<file path="src/rtl/iddr141a_word_align.sv">
// Word-alignment controller for the 1:14 DDR deserializer: pulses ALIGNWD until DIN equals the training word.
// Optional build macro ALIGN_MASK_EN adds a MASK input for don't-care bits in the compare.
module iddr141a_word_align #(
  parameter logic [13:0] PATTERN    = 14'h31E3,
  parameter int unsigned MATCH_CNT  = 16,
  parameter int unsigned LOSS_CNT   = 4,
  parameter int unsigned SETTLE_CYC = 4,
  parameter int unsigned MAX_SLIP   = 14
) (
  input  logic        SCLK,
  input  logic        RST,
  input  logic [13:0] DIN,
`ifdef ALIGN_MASK_EN
  input  logic [13:0] MASK,
`endif
  input  logic        START,
  output logic        ALIGNWD,
  output logic        LOCK,
  output logic        FAIL,
  output logic        BUSY,
  output logic [3:0]  SLIP_CNT
);

  typedef enum logic [2:0] {
    ST_IDLE   = 3'd0,
    ST_CHECK  = 3'd1,
    ST_SLIP   = 3'd2,
    ST_SETTLE = 3'd3,
    ST_LOCKED = 3'd4,
    ST_FAILED = 3'd5
  } state_t;

  localparam logic [7:0] MATCH_C       = 8'(MATCH_CNT);
  localparam logic [7:0] LOSS_C        = 8'(LOSS_CNT);
  localparam logic [3:0] SETTLE_LAST_C = 4'(SETTLE_CYC - 1);
  localparam logic [3:0] MAX_SLIP_C    = 4'(MAX_SLIP);

  state_t      state_r;
  logic        alignwd_r;
  logic        lock_r;
  logic        fail_r;
  logic        busy_r;
  logic [3:0]  slip_cnt_r;
  logic [7:0]  match_cnt_r;
  logic [7:0]  miss_cnt_r;
  logic [3:0]  settle_cnt_r;
  logic [13:0] diff_s;
  logic        match_s;
  logic [7:0]  match_inc_s;
  logic [7:0]  miss_inc_s;

  function automatic logic [7:0] sat_inc8(input logic [7:0] v);
    return (v == 8'hFF) ? v : v + 8'd1;
  endfunction

  function automatic logic [3:0] sat_inc4(input logic [3:0] v);
    return (v == 4'hF) ? v : v + 4'd1;
  endfunction

  // Word compare; an X/Z bit leaves match_s unknown, which the state machine treats as a mismatch.
  always_comb begin
`ifdef ALIGN_MASK_EN
    diff_s = (DIN ^ PATTERN) & MASK;
`else
    diff_s = DIN ^ PATTERN;
`endif
    match_s     = (diff_s == 14'd0);
    match_inc_s = sat_inc8(match_cnt_r);
    miss_inc_s  = sat_inc8(miss_cnt_r);
  end

  // Alignment state machine with registered status outputs.
  always_ff @(posedge SCLK) begin
    if (RST) begin
      state_r      <= ST_IDLE;
      alignwd_r    <= 1'b0;
      lock_r       <= 1'b0;
      fail_r       <= 1'b0;
      busy_r       <= 1'b0;
      slip_cnt_r   <= 4'd0;
      match_cnt_r  <= 8'd0;
      miss_cnt_r   <= 8'd0;
      settle_cnt_r <= 4'd0;
    end else if (START) begin
      state_r      <= ST_CHECK;
      alignwd_r    <= 1'b0;
      lock_r       <= 1'b0;
      fail_r       <= 1'b0;
      busy_r       <= 1'b1;
      slip_cnt_r   <= 4'd0;
      match_cnt_r  <= 8'd0;
      miss_cnt_r   <= 8'd0;
      settle_cnt_r <= 4'd0;
    end else begin
      case (state_r)
        ST_IDLE: begin
          alignwd_r <= 1'b0;
          busy_r    <= 1'b0;
        end
        ST_CHECK: begin
          alignwd_r  <= 1'b0;
          miss_cnt_r <= 8'd0;
          if (match_s) begin
            match_cnt_r <= match_inc_s;
            if (match_inc_s == MATCH_C) begin
              state_r <= ST_LOCKED;
              lock_r  <= 1'b1;
              busy_r  <= 1'b0;
            end else begin
              state_r <= ST_CHECK;
            end
          end else begin
            match_cnt_r <= 8'd0;
            if (slip_cnt_r < MAX_SLIP_C) begin
              // The pulse is registered on entry so it occupies exactly the SLIP cycle.
              state_r    <= ST_SLIP;
              alignwd_r  <= 1'b1;
              slip_cnt_r <= sat_inc4(slip_cnt_r);
            end else begin
              state_r <= ST_FAILED;
              fail_r  <= 1'b1;
              busy_r  <= 1'b0;
            end
          end
        end
        ST_SLIP: begin
          state_r      <= ST_SETTLE;
          alignwd_r    <= 1'b0;
          settle_cnt_r <= 4'd0;
        end
        ST_SETTLE: begin
          alignwd_r <= 1'b0;
          if (settle_cnt_r >= SETTLE_LAST_C) begin
            state_r      <= ST_CHECK;
            match_cnt_r  <= 8'd0;
            settle_cnt_r <= 4'd0;
          end else begin
            settle_cnt_r <= sat_inc4(settle_cnt_r);
          end
        end
        ST_LOCKED: begin
          alignwd_r <= 1'b0;
          if (match_s) begin
            miss_cnt_r <= 8'd0;
          end else if (miss_inc_s == LOSS_C) begin
            // Lock lost: restart the search from a clean slip budget.
            state_r     <= ST_CHECK;
            lock_r      <= 1'b0;
            busy_r      <= 1'b1;
            slip_cnt_r  <= 4'd0;
            match_cnt_r <= 8'd0;
            miss_cnt_r  <= 8'd0;
          end else begin
            miss_cnt_r <= miss_inc_s;
          end
        end
        ST_FAILED: begin
          alignwd_r <= 1'b0;
          fail_r    <= 1'b1;
          busy_r    <= 1'b0;
        end
        default: begin
          state_r      <= ST_IDLE;
          alignwd_r    <= 1'b0;
          lock_r       <= 1'b0;
          fail_r       <= 1'b0;
          busy_r       <= 1'b0;
          slip_cnt_r   <= 4'd0;
          match_cnt_r  <= 8'd0;
          miss_cnt_r   <= 8'd0;
          settle_cnt_r <= 4'd0;
        end
      endcase
    end
  end

  assign ALIGNWD  = alignwd_r;
  assign LOCK     = lock_r;
  assign FAIL     = fail_r;
  assign BUSY     = busy_r;
  assign SLIP_CNT = slip_cnt_r;

endmodule

</file>
<file path="config.mk">
export PLATFORM = sky130hd
export DESIGN_NAME = iddr141a_word_align
export DESIGN_NICKNAME = d
export VERILOG_FILES = /design/src/rtl/iddr141a_word_align.sv
export SDC_FILE = /design/constraint.sdc
export NUM_CORES = 1
export LEC_CHECK = 0
export CORE_ASPECT_RATIO = 0.9
export CORE_UTILIZATION = 45
export DETAILED_ROUTE_END_ITERATION = 16
export GPL_TIMING_DRIVEN = 1
export PLACE_DENSITY = 0.65
export SYNTH_ARGS = -nofsm -noshare
export SYNTH_HDL_FRONTEND = slang
export SYNTH_SLANG_ARGS = --single-unit
</file>
<file path="constraint.sdc">
create_clock -name SCLK -period 2.65 [get_ports SCLK]
set_input_delay 0.53 -clock SCLK [delete_from_list [all_inputs] [get_ports SCLK]]
set_output_delay 0.53 -clock SCLK [all_outputs]
set_load 0.01 [all_outputs]
</file>
# Word level (Yosys, flattened, before mapping)
# Cells that the tools add are included.
# word_totals
register_bits	31
# op_classes
addsub	4
n_lt_le_gt_ge	2
eq_ne	28
muxes	43
bitwise_logic	7
reduce_logical	18
# ops
cell	count
$mux W8	8
$pmux W8 S4	1
$mux W4	7
$mux W3	6
$ne A2 B2 Y1 const B	9
$add A8 B1 Y8 const B	2
$eq A8 B8 Y1 const B	2
$pmux W8 S2	1
$reduce_or A4 Y1	4
$pmux W3 S5	1
$logic_not A14 Y1	1
$mux W1	14
$ne A3 B3 Y1 const B	4
$pmux W4 S3	1
$reduce_and A4 Y1	3
$reduce_and A5 Y1	2
$pmux W1 S3	3
$add A4 B1 Y4 const B	2
$eq A4 B4 Y1 const B	2
$eq A8 B3 Y1 const B	1
$eq A8 B5 Y1 const B	1
$ne A4 B4 Y1 const B	2
$not A8 Y8	1
$pmux W4 S2	1
13 further kinds	23

# Logic depth before layout (Yosys ltp)
# Gate-level depths: netlist of the first run.
# logic_depth
word_depth	7
mapped_depth	8

# Worst setup path before layout of the first run
# Ideal clock, no wire load.
# synth_timing
kind	in2reg
startpoint	input port DIN[11]
endpoint	register busy_r (netlist: BUSY)
setup_time_ns	0.092
arrival_ns	1.946
required_ns	2.558
path_slack_ns	0.611
stages	6
cell_sequence	nor4bb_1 -> nand4_1 -> a211o_1 -> a21o_1 -> a41o_1 -> o32ai_1
# synth_via
elab_chain_cells	4
# synth_rtl
item	line	text
start: declaration	12	input logic [13:0] DIN,
$logic_not A14 Y1 *	67	match_s = (diff_s == 14'd0);
$mux W1	103	if (match_s) begin
$pmux W1 S3	95	case (state_r)
$mux W1	84	end else if (START) begin
end signal: assignment	89	busy_r <= 1'b1;
end signal: assignment	98	busy_r <= 1'b0;
end signal: assignment	108	busy_r <= 1'b0;
end: declaration	42	logic busy_r;
# Every way passes the cells marked *; elsewhere a longest branch is shown, timed or not.
# A chain may end at the register's enable or synchronous reset.

# Worst setup path after layout of the first run
# layout_timing
startpoint	input port DIN[9]
endpoint	register state_r[0]
# layout_via
elab_chain_cells	4
# layout_rtl
item	line	text
$logic_not A14 Y1 *	67	
$mux W3	103	
$pmux W3 S5	95	
$mux W1	84	
end signal: assignment	85	state_r <= ST_CHECK;
end signal: assignment	106	state_r <= ST_LOCKED;
end signal: assignment	110	state_r <= ST_CHECK;
end: declaration	38	state_t state_r;
# Marks and branches as above.

==> results of run 1 <==
-- per-layer routing --
layer	vias up	GRT usage [%]	routed length (µm)
met3	9	4.51	376
met2	93	34.4	2110
met5	-	0	0
met4	0	7.00	62
met1	928	33.5	2350
li1	984	-	-
-- final cells by class --
type	count	area share, %
timing repair buffer	29	12.1
inverter	8	1.30
sequential	31	26.9
tap	48	2.61
clock inverter	1	0.217
multi-input combinational	194	53.3
clock buffer	6	3.58
-- stage by stage --
stage	total power [mW]	std cells	instance area [µm²]	hold slack, ps	worst slack (ps)
finish	1.02	317	2300	495	356
global placement	0.656	310	2220	472	84.1
floorplan	0.592	246	1950	454	611
detailed placement	0.654	310	2220	478	75.4
CTS	1.03	317	2300	492	368
global route	1.07	317	2300	506	102
-- cell families after synthesis --
family,after synthesis
compound gates,82
xor+xnor,1
fa+ha+maj,4
buf+inv,21
flops,31
mux,1
simple gates,106
-- worst paths after layout --
path | start | endpoint | slack [ps] | cells past startpoint
max | DIN[9] | state_r[0] | 360 | 8
min | settle_cnt_r[2] | settle_cnt_r[2] | 500 | 1
max reg2reg | miss_cnt_r[0] | state_r[0] | 420 | 6
min reg2reg | settle_cnt_r[2] | settle_cnt_r[2] | 500 | 1
-- cells in the final DEF, fill, tap and decap left out, drive strengths merged, types with 3 or more instances in the layout --
cell,n
dfxtp,31
o21ai,14
nand3,8
and4,4
a21oi,17
nand4,4
and3,7
nor4,4
nand2b,3
clkbuf,6
a31oi,12
nor3,13
nand2,23
nor2,24
o22ai,4
a311oi,4
inv,8
ha,4
and2,5
clkdlybuf4s50,24
buf,5
a211oi,5
o31ai,3
-- worst max-delay path: cells and delay by family --
family / cells / cell delay, ps
compound gates: 3 / 820
buf+inv: 2 / 620
simple gates: 3 / 490
-- power breakdown --
group          switching [mW]  leakage (nW)  internal (mW)
combinational          0.0894         0.489         0.0696
clock                   0.172        0.0470          0.203
sequential             0.0139         0.251          0.474
-- registers in the layout, indices dropped and copies added (netlist names) --
| name | cells |
|---|---|
| SLIP_CNT | 4 |
| settle_cnt_r | 4 |
| FAIL | 1 |
| match_cnt_r | 8 |
| BUSY | 1 |
| LOCK | 1 |
| state_r | 3 |
| miss_cnt_r | 8 |
| ALIGNWD | 1 |
==> flow_summary_export.csv, run 1 <==
group,metric,value,unit
finish,regArea,621,µm²
global_routing,grt_pass1_wl,8420,µm
yosys,synth-xor-area-share,0.449,%
timing,rsz0062_at_grt,"no",
die,io_pins,25,
status,status,"finished clean",
yosys,synth.distinct_cells,60,
yosys,syn_inst,246,
place,dp_hpwl,3630,µm
setup_path,worstSetupPathType,"primary input to flip-flop",
drt,drt_drc_violations_left,0,
timing,setup_violations,0,
yosys,synth-edff-count,0,
global_routing,antenna_found_initial,0,
worst_hold_path,worstHoldPathType,"flip-flop to flip-flop",
clocking,cts_inserted_buffers,5,
yosys,async_flop_share,0,%
yosys,synth_nets,267,
drt,wirelength,4900,µm
setup_path,worstSetupStartpointType,"primary input",
yosys,synth_top_family_by_area,"compound AO/OA/AOI/OAI gates",
drt,via_per_inst,6.35,
finish,areaGrowthSynthToFinish,18.2,%
setup_path,crit_fanout,7,
die,die_height,64.4,µm
die,initial_core_util,47.5,%
power,irDropWorstVdd,0.302,mV
clocking,cts_num_sinks,31,
yosys,synth_mux_area_share,0.513,%
global_routing,grt_util_all_layers,23.1,%
drt,drt_iter0_drc,224,
finish,finalNetCount,290,
finish,final_util,56.2,%
yosys,synth_most_common_cell,"dfxtp_1",
place,port_buffers,24,
timing,period_needed,2290,ps
drt,avgRoutedWirePerCell,15.5,µm
finish,multi_input_area,1230,µm²
clocking,clock_latency,280,ps
drt,antenna_left,0,
clocking,clk_pin_slew,70,ps
timing,drv_slew,0,
yosys,yosys-top-cells-area,"dfxtp_1 32%, nor2_1 4.6%, nand2_1 4.4%",
clocking,cts_resized,0,
drt,drtPass1Iterations,5,
yosys,synth_seq_cells,31,
timing,max_freq,436,MHz
clocking,cts_tree,"built",
die,coreArea,4100,µm²
yosys,synth.top_cell.area_share,31.8,%
finish,antenna_cells,0,
timing,relSlewSlack,58.4,%
place,finalWeightedCongestion,0.955,
power,powerDensity,444,nW/µm²
yosys,ys_seq_area_share,31.8,%
setup_path,cp-end-kind,"flip-flop",
timing,worst-slew-pin-transition,621,ps
setup_path,slowest_stage,"o31ai_1",
setup_path,worst_path_largest_cell_delay,480,ps
clocking,cts_root_buf,"clkbuf_8",
setup_path,critPathRequiredTime,2820,ps
clocking,cts_buffer_depth,2,
drt,via_count,2014,
yosys,synth_commonest_cells,"31 x dfxtp_1, 24 x nor2_1, 23 x nand2_1",
die,die_x,71.4,µm
clocking,postCtsHoldBufs,0,
timing,tns,0,ps
finish,drive_gt1_share,8.55,%
global_routing,grt_max_degree,13,
yosys,synthAdderAreaFrac,2.57,%
yosys,synth_top_area_cell,"dfxtp_1",
timing,finalHoldViolations,0,
yosys,netlist_area,1950,µm²
yosys,avgSynthCellArea,7.92,µm²
yosys,synth_compound_gate_area_share,30.9,%
setup_path,cp_data_arrival_time,2460,ps
yosys,synthSimpleGateAreaFrac,28.6,%
setup_path,crit_chain,"clkdlybuf4s50_1 -> and4b_1 -> nand4_1 -> buf_4 -> nand3_1 -> o31ai_1 -> o221a_1 -> a311oi_1",
finish,fillers,377,
clocking,htreeDepth,2,
die,dieArea,4600,µm²
clocking,cts_setup_buffers,0,
yosys,ys_warn_count,0,
timing,fin_worst_skew,5.28,ps
global_routing,overflow,0,
timing,period_share,86.6,%
global_routing,grt_pass1_vias,1768,
power,leakage,0.787,nW
yosys,synth_ff_type,"dfxtp_1",
die,num_rows,22,
run,maxCapViolCount,0,
Power figures use the tool's default switching activity.
==> run 2, diff against run 1 <==
--- a/config.mk
+++ b/config.mk
@@ -9,7 +9,7 @@
 export CORE_UTILIZATION = 45
 export DETAILED_ROUTE_END_ITERATION = 16
 export GPL_TIMING_DRIVEN = 1
-export PLACE_DENSITY = 0.65
+export PLACE_DENSITY = 0.75
 export SYNTH_ARGS = -nofsm -noshare
 export SYNTH_HDL_FRONTEND = slang
 export SYNTH_SLANG_ARGS = --single-unit
==> constraint.sdc (replaced) <==
create_clock -name SCLK -period 2.7 [get_ports SCLK]
set_input_delay 0.54 -clock SCLK [delete_from_list [all_inputs] [get_ports SCLK]]
set_output_delay 0.54 -clock SCLK [all_outputs]
set_load 0.01 [all_outputs]
==> flow_summary_export.csv, run 2 (synthesis gave the netlist of run 1 again) <==
group,metric,value,unit
global_routing,grt_util_all_layers,23.5,%
timing,relSlewSlack,60.2,%
drt,via_count,1998,
place,port_buffers,24,
clocking,htreeDepth,2,
clocking,cts_num_sinks,31,
setup_path,worstSetupPathType,"flip-flop to flip-flop",
die,initial_core_util,47.5,%
finish,largestRegisters,"match_cnt_r x8, miss_cnt_r x8",
status,status,"finished clean",
timing,tns,0,ps
global_routing,antenna_found_initial,0,
drt,drt_drc_violations_left,0,
finish,stdcell_count,316,
die,io_pins,25,
global_routing,grt_max_degree,22,
finish,finalNetCount,288,
worst_hold_path,worstHoldPathType,"flip-flop to flip-flop",
place,place_inst,308,
die,num_rows,22,
setup_path,reg2reg_slack,400,ps
finish,drive_gt1_share,7.46,%
timing,rsz0062_at_grt,"no",
clocking,cts_setup_buffers,0,
finish,design_area,2280,µm²
timing,fin_worst_skew,6.71,ps
drt,wirelength,4850,µm
power,irDropWorstVdd,0.301,mV
timing,period_needed,2300,ps
drt,drt_iter0_drc,175,
run,maxCapViolCount,0,
timing,drv_slew,0,
finish,final_common_cell,"dfxtp_1",
drt,drtPass1Iterations,5,
place,dp_hpwl,3530,µm
timing,worst_slack,403,ps
global_routing,grt_pass1_vias,1903,
clocking,clock_latency,290,ps
clocking,postCtsHoldBufs,0,
place,preCtsSetupSlack,150,ps
clocking,cts_buffer_depth,2,
drt,antenna_left,0,
drt,via_per_inst,6.32,
clocking,cts_tree,"built",
clocking,cts_root_buf,"clkbuf_8",
finish,multi_input_area,1230,µm²
setup_path,crit_fanout,7,
timing,max_freq,435,MHz
die,die_height,64.4,µm
setup_path,cp_data_arrival_time,2480,ps
die,dieArea,4600,µm²
die,coreArea,4100,µm²
setup_path,worstSetupStartpointType,"flip-flop",
global_routing,grt_pass1_wl,8440,µm
power,leakage,0.772,nW
timing,whs,486,ps
finish,mostFrequentLayoutCells,"31 x dfxtp_1, 24 x nor2_1, 24 x clkdlybuf4s50_1, 23 x nand2_1, 17 x a21oi_1",
timing,finalHoldViolations,0,
place,finalWeightedCongestion,0.908,
die,die_x,71.4,µm
place,placed_area,2200,µm²
timing,worst-slew-pin-transition,595,ps
power,powerDensity,433,nW/µm²
setup_path,critPathRequiredTime,2890,ps
finish,areaGrowthSynthToFinish,17.1,%
drt,avgRoutedWirePerCell,15.4,µm
clocking,cts_resized,0,
setup_path,cp-end-kind,"flip-flop",
finish,regArea,621,µm²
global_routing,overflow,0,
clocking,clk_pin_slew,60,ps
timing,setup_violations,0,
finish,antenna_cells,0,
timing,period_share,85.1,%
clocking,cts_inserted_buffers,5,
finish,fillers,361,
[run 2: worst max-delay path, stage by stage (launching register included)]
cell and delay, ps:
dfxtp_1 410, ha_1 340, nand4_1 220, nor4_1 220, nor3_1 120, a2111oi_4 510, nor3_1 120, o32ai_1 260
[run 2: cell type report]
| type | instances | area share [%] |
|---|---|---|
| Sequential cell | 31 | 27.2 |
| Clock inverter | 1 | 0.219 |
| Timing Repair Buffer | 27 | 11.5 |
| Tap cell | 48 | 2.63 |
| Clock buffer | 7 | 3.34 |
| Multi-Input combinational cell | 194 | 53.8 |
| Inverter | 8 | 1.32 |
[run 2: report_power, final]
group | total [mW] | internal, mW | switching (mW)
clock network | 0.353 | 0.181 | 0.173
logic | 0.157 | 0.0664 | 0.0903
registers | 0.479 | 0.465 | 0.0135
[run 2: through the flow]
stage               utilization (%)  power (mW)
floorplan                         -       0.581
global placement               53.7       0.639
detailed placement             53.7       0.641
CTS                            55.7       0.989
global route                   55.7        1.04
finish                         55.7       0.989
[run 2: metal layers]
metal	vias up	routed length [µm]	global-route usage (%)	share of wire, %
met5	-	0	0	0
met1	916	2190	29.3	45
li1	980	-	-	-
met2	92	2210	37.4	46
met3	10	355	5.91	7.3
met4	0	97	12.5	2.0
[run 2: path summary, 6_finish.rpt]
kind | endpoint | startpoint | cells after the start
worst max register to register | BUSY | match_cnt_r[0] | 7
worst min-delay path | settle_cnt_r[2] | settle_cnt_r[2] | 1
worst max-delay path | BUSY | match_cnt_r[0] | 7
worst min register to register | settle_cnt_r[2] | settle_cnt_r[2] | 1
==> run 3, diff against run 2 <==
--- a/config.mk
+++ b/config.mk
@@ -8,7 +8,7 @@
 export CORE_ASPECT_RATIO = 0.9
 export CORE_UTILIZATION = 45
 export DETAILED_ROUTE_END_ITERATION = 16
-export GPL_TIMING_DRIVEN = 1
+export GPL_TIMING_DRIVEN = 0
 export PLACE_DENSITY = 0.75
 export SYNTH_ARGS = -nofsm -noshare
 export SYNTH_HDL_FRONTEND = slang
==> flow_summary_export.csv, run 3 (synthesis gave the netlist of run 1 again) <==
group,metric,value,unit
status,status,"finished clean",
finish,stdcell_count,326,
global_routing,grt_pass1_vias,1784,
clocking,cts_root_buf,"clkbuf_8",
finish,fillers,380,
setup_path,worstSetupPathType,"primary input to flip-flop",
setup_path,crit_chain,"clkdlybuf4s50_1 -> nor4bb_1 -> nand4_1 -> a211o_1 -> a21o_1 -> a41o_1 -> o32ai_1",
place,placed_area,2250,µm²
setup_path,critPathBufInv,1,
global_routing,overflow,0,
die,coreArea,4100,µm²
place,port_buffers,24,
power,switching_power,0.264,mW
timing,period_needed,2490,ps
power,switching_share,25.6,%
setup_path,worst_path_largest_cell_delay,440,ps
setup_path,worst-path-stages,7,
clocking,htreeDepth,2,
worst_hold_path,hold_path_depth,1,
clocking,clock_latency,280,ps
finish,areaGrowthSynthToFinish,20.5,%
power,leakage,0.813,nW
timing,setup_violations,0,
finish,multi_input_area,1230,µm²
clocking,postCtsHoldBufs,0,
finish,regArea,621,µm²
finish,design_area,2350,µm²
run,maxCapViolCount,0,
timing,tns,0,ps
power,internal_power,0.765,mW
global_routing,grt_max_degree,11,
setup_path,slowest_stage,"clkdlybuf4s50_1",
power,p_comb_share,15.4,%
drt,drt_drc_violations_left,0,
timing,period_share,92.2,%
power,powerDensity,438,nW/µm²
finish,antenna_cells,0,
place,place_inst,318,
timing,worst-slew-pin-transition,581,ps
timing,drv_slew,0,
drt,avgRoutedWirePerCell,14.6,µm
timing,max_freq,402,MHz
power,power_frac_clock,38.5,%
die,io_pins,25,
clocking,clk_pin_slew,60,ps
finish,finalNetCount,298,
clocking,cts_tree,"built",
finish,drive_gt1_share,8.99,%
global_routing,antenna_found_initial,0,
die,initial_core_util,47.5,%
setup_path,worst-r2r-cell-count,7,
finish,final_common_cell,"dfxtp_1",
timing,rsz0062_at_grt,"no",
setup_path,cpLargestDelayFamily,"compound AO/OA/AOI/OAI gates",
die,die_x,71.4,µm
place,finalWeightedCongestion,0.951,
setup_path,critPathRequiredTime,2880,ps
clocking,cts_inserted_buffers,5,
place,preCtsSetupSlack,-32.2,ps
clocking,cts_num_sinks,31,
die,dieArea,4600,µm²
drt,via_per_inst,6.10,
drt,via_count,1989,
timing,fin_worst_skew,3.70,ps
worst_hold_path,worstHoldPathType,"flip-flop to flip-flop",
setup_path,cp_data_arrival_time,2670,ps
die,num_rows,22,
drt,antenna_left,0,
setup_path,crit_fanout,8,
clocking,cts_setup_buffers,0,
finish,largestRegisters,"match_cnt_r x8, miss_cnt_r x8",
clocking,cts_resized,0,
setup_path,cp-end-kind,"flip-flop",
clocking,cts_buffer_depth,2,
timing,whs,486,ps
power,seqPwrFrac,46.1,%
die,die_height,64.4,µm
drt,wirelength,4770,µm
timing,relSlewSlack,61.1,%
setup_path,worstSetupStartpointType,"primary input",
global_routing,grt_util_all_layers,22.4,%
drt,drt_iter0_drc,168,
timing,worst_slack,211,ps
timing,finalHoldViolations,0,
place,dp_hpwl,3550,µm
finish,mostFrequentLayoutCells,"31 x dfxtp_1, 24 x nor2_1, 24 x clkdlybuf4s50_1, 23 x nand2_1, 17 x a21oi_1",
power,irDropWorstVdd,0.325,mV
global_routing,grt_pass1_wl,8160,µm
drt,drtPass1Iterations,4,
-- run 3: metrics by stage --
step,total power [mW],utilization [%]
after CTS,1.03,57.3
after global routing,1.07,57.3
after detailed placement,0.640,54.9
final,1.03,57.3
after floorplan,0.581,-
after global placement,0.639,54.9
-- run 3: routing by layer --
layer / track usage (%) / routed length, µm / up-vias / share of wire (%)
met3: 4.51 / 334 / 4 / 7.0
met5: 0 / 0 / - / 0
met4: 8.50 / 37 / 0 / 0.78
met1: 32.8 / 2380 / 904 / 50
met2: 32.1 / 2020 / 71 / 42
li1: - / - / 1010 / -
-- run 3: final timing paths --
path | from | end | slack (ps)
max | DIN[13] | BUSY | 210
min | settle_cnt_r[2] | settle_cnt_r[2] | 490
max reg2reg | match_cnt_r[0] | state_r[0] | 400
min reg2reg | settle_cnt_r[2] | settle_cnt_r[2] | 490
-- run 3: power groups by stage --
stage | clock network, mW | registers, mW | logic [mW]
floorplan | 0 | 0.484 | 0.0971
global placement | 0 | 0.484 | 0.155
detailed placement | 0 | 0.485 | 0.156
CTS | 0.403 | 0.474 | 0.157
global route | 0.420 | 0.476 | 0.175
finish | 0.396 | 0.475 | 0.158
-- run 3: layout make-up --
cell class / count / share of cell area, %
well taps: 48 / 2.56
multi-input cells: 194 / 52.3
inverters: 8 / 1.28
clock buffers: 8 / 4.26
repair buffers: 24 / 10.2
flip-flops and latches: 31 / 26.4
plain buffers: 13 / 2.98
